<file path="config.mk">
export PLATFORM = sky130hd
export DESIGN_NAME = usb_link_arbiter
export DESIGN_NICKNAME = d
export VERILOG_FILES = /design/src/rtl/usb_link_arbiter.sv
export SDC_FILE = /design/constraint.sdc
export NUM_CORES = 1
export LEC_CHECK = 0
export ABC_AREA = 1
export BUFFER_PORTS_ARGS = -buffer_cell sky130_fd_sc_hd__buf_2
export CORE_MARGIN = 1.5
export CORE_UTILIZATION = 40
export DETAILED_ROUTE_END_ITERATION = 7
export PLACE_DENSITY = 0.66
export SETUP_SLACK_MARGIN = 0.3
export SYNTH_ARGS = -nofsm -noshare
export SYNTH_HDL_FRONTEND = slang
export SYNTH_SLANG_ARGS = --single-unit
</file>
<file path="constraint.sdc">
create_clock -name Clk -period 2.3 [get_ports Clk]
set_input_delay 0.345 -clock Clk [delete_from_list [all_inputs] [get_ports Clk]]
set_output_delay 0.345 -clock Clk [all_outputs]
set_load 0.005 [all_outputs]
</file>
<file path="src/rtl/usb_link_arbiter.sv">
// usb_link_arbiter: half-duplex D+/D- line-ownership controller.
// Grants the shared pair to the receive or transmit path and enforces the inter-packet gap.
// It also enforces the bus-turnaround timeout after a TX that expects a response.
// Optional feature macro: RX_BABBLE_GUARD_EN enables the RX length (babble) limit.
module usb_link_arbiter #(
  parameter int unsigned CLKS_PER_BIT = 4,
  parameter int unsigned IPG_BITS     = 2,
  parameter int unsigned TURN_TIMEOUT = 18,
  parameter int unsigned MAX_RX_BITS  = 1024
) (
  input  logic Clk,
  input  logic Rst,
  input  logic Rx_Active_In,
  input  logic Rx_Eop,
  input  logic Tx_Req,
  input  logic Expect_Resp,
  input  logic Tx_Done,
  output logic Tx_Grant,
  output logic Oe_N,
  output logic Rx_Enable,
  output logic Timeout,
  output logic Babble,
  output logic Busy
);

  localparam logic [2:0] StIdle     = 3'd0;
  localparam logic [2:0] StRx       = 3'd1;
  localparam logic [2:0] StRxGap    = 3'd2;
  localparam logic [2:0] StTx       = 3'd3;
  localparam logic [2:0] StTxGap    = 3'd4;
  localparam logic [2:0] StWaitResp = 3'd5;

  localparam int unsigned LimitA   = (IPG_BITS > TURN_TIMEOUT) ? IPG_BITS : TURN_TIMEOUT;
  localparam int unsigned MaxLimit = (LimitA > MAX_RX_BITS) ? LimitA : MAX_RX_BITS;
  localparam int unsigned TimerW   = $clog2(MaxLimit + 1);
  localparam int unsigned CntW     = (CLKS_PER_BIT > 1) ? $clog2(CLKS_PER_BIT) : 1;

  localparam logic [CntW-1:0]   CntLast  = CntW'(CLKS_PER_BIT - 1);
  localparam logic [TimerW-1:0] IpgLast  = TimerW'(IPG_BITS - 1);
  localparam logic [TimerW-1:0] TurnLast = TimerW'(TURN_TIMEOUT - 1);
  localparam logic [TimerW-1:0] TimerMax = {TimerW{1'b1}};
`ifdef RX_BABBLE_GUARD_EN
  localparam logic [TimerW-1:0] RxLast   = TimerW'(MAX_RX_BITS - 1);
`endif

  logic [2:0]        state_q, state_d;
  logic [CntW-1:0]   clk_cnt_q, clk_cnt_d;
  logic [TimerW-1:0] bit_timer_q, bit_timer_d;
  logic              expect_q, expect_d;
  logic              tx_grant_q, oe_n_q, rx_enable_q, timeout_q, busy_q;
  logic              rx_enable_d, timeout_d;
  logic              bit_tick;
  logic              ipg_done;
  logic              turn_done;
`ifdef RX_BABBLE_GUARD_EN
  logic              babble_q, babble_d;
  logic              rx_too_long;
`endif

  assign bit_tick  = (clk_cnt_q == CntLast);
  // A limit of N bits is reached on the tick that would advance the timer to N.
  assign ipg_done  = bit_tick && (bit_timer_q == IpgLast);
  assign turn_done = bit_tick && (bit_timer_q == TurnLast);
`ifdef RX_BABBLE_GUARD_EN
  assign rx_too_long = bit_tick && (bit_timer_q == RxLast);
`endif

  // Next-state decode for line ownership.
  always_comb begin
    state_d   = state_q;
    expect_d  = expect_q;
    timeout_d = 1'b0;
`ifdef RX_BABBLE_GUARD_EN
    babble_d  = 1'b0;
`endif
    case (state_q)
      StIdle: begin
        if (Rx_Active_In) begin
          state_d = StRx;
        end else if (Tx_Req) begin
          state_d  = StTx;
          expect_d = Expect_Resp;
        end
      end
      StRx: begin
        if (Rx_Eop) begin
          state_d = StRxGap;
`ifdef RX_BABBLE_GUARD_EN
        end else if (rx_too_long) begin
          state_d  = StRxGap;
          babble_d = 1'b1;
`endif
        end
      end
      StRxGap: begin
        if (ipg_done) state_d = StIdle;
      end
      StTx: begin
        if (Tx_Done) state_d = StTxGap;
      end
      StTxGap: begin
        if (ipg_done) state_d = expect_q ? StWaitResp : StIdle;
      end
      StWaitResp: begin
        // A response starting on the timeout cycle still wins.
        if (Rx_Active_In) begin
          state_d = StRx;
        end else if (turn_done) begin
          state_d   = StIdle;
          timeout_d = 1'b1;
        end
      end
      default: state_d = StIdle;
    endcase
  end

  // Bit-tick divider and bit-time timer; both restart on every state change.
  always_comb begin
    clk_cnt_d   = clk_cnt_q;
    bit_timer_d = bit_timer_q;
    if (state_d != state_q) begin
      clk_cnt_d   = '0;
      bit_timer_d = '0;
    end else begin
      clk_cnt_d = bit_tick ? '0 : clk_cnt_q + 1'b1;
      if (bit_tick && (bit_timer_q != TimerMax)) bit_timer_d = bit_timer_q + 1'b1;
    end
  end

  assign rx_enable_d = (state_d == StIdle) || (state_d == StRx) || (state_d == StWaitResp);

  // State, counters and registered outputs.
  always_ff @(posedge Clk) begin
    if (Rst) begin
      state_q     <= StIdle;
      clk_cnt_q   <= '0;
      bit_timer_q <= '0;
      expect_q    <= 1'b0;
      tx_grant_q  <= 1'b0;
      oe_n_q      <= 1'b1;
      rx_enable_q <= 1'b1;
      timeout_q   <= 1'b0;
      busy_q      <= 1'b0;
    end else begin
      state_q     <= state_d;
      clk_cnt_q   <= clk_cnt_d;
      bit_timer_q <= bit_timer_d;
      expect_q    <= expect_d;
      tx_grant_q  <= (state_d == StTx);
      oe_n_q      <= (state_d != StTx);
      rx_enable_q <= rx_enable_d;
      timeout_q   <= timeout_d;
      busy_q      <= (state_d != StIdle);
    end
  end

`ifdef RX_BABBLE_GUARD_EN
  // Babble pulse register.
  always_ff @(posedge Clk) begin
    if (Rst) babble_q <= 1'b0;
    else     babble_q <= babble_d;
  end
  assign Babble = babble_q;
`else
  assign Babble = 1'b0;
`endif

  assign Tx_Grant  = tx_grant_q;
  assign Oe_N      = oe_n_q;
  assign Rx_Enable = rx_enable_q;
  assign Timeout   = timeout_q;
  assign Busy      = busy_q;

endmodule

</file>
==> impl_metrics.json <==
{
  "drt-wirelength-per-cell_um": 10.9,
  "syn_area_um2": 1410,
  "diodes": 0,
  "cts_buffers": 3,
  "vias": 1269,
  "cp_max_fo": 10,
  "post-route-min-period_ps": 1780,
  "hp-class": "in2reg",
  "final_core_util_pct": 46.2,
  "cts-htree-levels": 1,
  "hold_viol_final": 0,
  "synth_common_cells": "47 x nand2_1, 34 x inv_1, 22 x dfxtp_1, 22 x nor2_1, 14 x nand3_1",
  "synth.most_common_cell": "nand2_1",
  "drive_gt1_share_pct": 21.4,
  "synth_area_leaders": "dfxtp_1 31%, nand2_1 13%, inv_1 9.1%",
  "hold_buffers": 0,
  "cp-start-kind": "flip-flop",
  "cts_tree": "yes",
  "clk_pin_slew_ps": 140,
  "drc": 0,
  "clock_skew_ps": 6.44,
  "fill_cells": 376,
  "synthArstFlopShare_pct": 0,
  "ctsResizeCount": 0,
  "crit_type": "reg2reg",
  "yosysSeqAreaShare_pct": 31.3,
  "slew_violations": 0,
  "power_density_nw_per_um2": 648,
  "irDropWorstVdd_mv": 0.516,
  "die_x_um": 62.3,
  "ioPinCount": 13,
  "setup_viol": 0,
  "syn_to_final_growth_pct": 10.6,
  "dpl.hpwl_mm": 2.18,
  "grt_max_degree": 14,
  "track_usage_pct": 16.1,
  "clock_sinks": 22,
  "ys.warnings.count": 0,
  "p_sw_w": 0.000339,
  "fp-row-count": 21,
  "grt_pass1_vias": 1163,
  "tns_ps": 0,
  "whs_ps": 234,
  "p_leak_nw": 0.634,
  "synth_top_area_share_pct": 31.3,
  "max_freq_ghz": 0.563,
  "cts-root-buf": "clkbuf_4",
  "cp_data_arrival_time_ps": 2030,
  "dieArea_um2": 3880,
  "switching_share_pct": 33.6,
  "cp.required_ps": 2560,
  "first_iter_violations": 76,
  "synth_cells": 208,
  "antenna_found_initial": 0,
  "die_y_um": 62.3,
  "cts_setup_buffers": 0,
  "clkPwrFrac_pct": 30.5,
  "clockBufferDepth": 2,
  "initial_core_util_pct": 41.8,
  "synth-edff-count": 0,
  "maxCapViolations": 0,
  "rsz0062_at_grt": "false",
  "gp_congestion": 0.879,
  "ant_nets": 0,
  "p_int_w": 0.000670,
  "yosysTopAreaCell": "dfxtp_1",
  "syn-num-nets": 218,
  "drt-total-wl_mm": 2.90,
  "power.total_w": 0.00101,
  "portBuffers": 11,
  "via_per_inst": 4.77,
  "drtPass1Iterations": 4,
  "ys_ff_latch": 22,
  "clk_latency_ps": 320,
  "synthFlopType": "dfxtp_1",
  "combPwrFrac_pct": 26.5,
  "p_seq_share_pct": 43.0,
  "overflow": 0,
  "grt_pass1_wl_mm": 5.15,
  "min_period_over_period_pct": 77.2,
  "yosysUniqueCellTypes": 26,
  "synth_area_per_cell_um2": 6.76,
  "end_kind": "flip-flop",
  "status": "finished, final reports clean",
  "coreArea_um2": 3360,
  "layout.nets": 231
}
-- stage by stage --
step | std cells | setup WS (ps) | cell area [um2]
after floorplan | 208 | 707 | 1410
after global placement | 262 | 457 | 1490
after detailed placement | 262 | 426 | 1490
after CTS | 266 | 412 | 1540
after global routing | 266 | 345 | 1560
final | 266 | 525 | 1560
-- worst paths after layout --
kind,startpoint,endpoint,slack (ps),cells past startpoint
setup / recovery,bit_timer_q[0]$_SDFFE_PP0P_,bit_timer_q[7]$_SDFFE_PP0P_,520,9
hold / removal,Rx_Active_In,Timeout$_SDFF_PP0_,230,2
setup reg to reg,bit_timer_q[0]$_SDFFE_PP0P_,bit_timer_q[7]$_SDFFE_PP0P_,520,9
hold reg to reg,clk_cnt_q[0]$_SDFF_PP0_,clk_cnt_q[0]$_SDFF_PP0_,430,1
-- cell type report --
type                    instances  area [um2]  share of cell area (%)
clock buffers                   3        22.5                    1.45
clock inverters                 1        30.0                    1.93
inverters                      39         146                    9.41
multi-input cells             144         802                    51.6
flip-flops and latches         22         442                    28.4
well taps                      46        57.6                    3.70
repair buffers                 11        55.1                    3.54
-- critical path: stages (launching register included) --
cell     delay, ps
dfxtp_2        420
ha_1           180
inv_1           80
nor2_1         200
nand3_1        180
nand2_4        160
inv_2          110
o21ai_0        160
inv_1           70
nor3_2         150
-- sequential cells by signal, summed over array words and instances, names as in the netlist --
register,cells
Timeout,1
Oe_N,1
Busy,1
state_q,3
clk_cnt_q,2
bit_timer_q,11
Tx_Grant,1
Rx_Enable,1
expect_q,1
-- cells by family (layout without fill, tap and decap cells) --
group,after synthesis,after routing,synth area share [%]
and+or+nand+nor,121,121,44.6
buffers and inverters,42,54,12.5
DFF,22,22,31.3
AOI/OAI and AO/OA,14,14,5.52
xor gates and xnor gates,5,5,3.11
adders and majority gates,3,3,2.67
other,1,1,0.267
-- power by group through the flow --
stage | Combinational, W | Clock (W) | Sequential, W
5_1_grt | 0.000297 | 0.000332 | 0.000439
6_report | 0.000267 | 0.000308 | 0.000434
2_1_floorplan | 0.000214 | 0 | 0.000440
3_5_place_dp | 0.000258 | 0 | 0.000441
3_3_place_gp | 0.000255 | 0 | 0.000441
4_1_cts | 0.000258 | 0.000314 | 0.000433
-- routing by layer --
| layer | global-route usage (%) | wire (um) |
|---|---|---|
| met1 | 22.1 | 1470 |
| met2 | 25.7 | 1240 |
| met3 | 2.54 | 146 |
| met4 | 5.83 | 43 |
| met5 | 0 | 0 |
-- layout by cell type, fill, tap and decap left out, types with 2 or more instances in the layout --
cell type | synthesis | final
nand2_4 | 1 | 2
inv_2 | 5 | 5
dfxtp_1 | 22 | 21
nand3_2 | 5 | 4
inv_1 | 34 | 34
nor3_1 | 8 | 8
xor2_1 | 4 | 4
nand3_1 | 14 | 14
nor3_2 | 11 | 11
nand2_1 | 47 | 47
nand2_2 | 4 | 3
buf_2 | 0 | 11
clkbuf_4 | 0 | 3
nor2_2 | 4 | 4
nor2_1 | 22 | 22
o21ai_0 | 6 | 6
nand4_1 | 3 | 3
ha_1 | 3 | 3
o31ai_1 | 2 | 2
a21oi_1 | 4 | 4
Note: power is estimated with default switching activity, not from simulation.
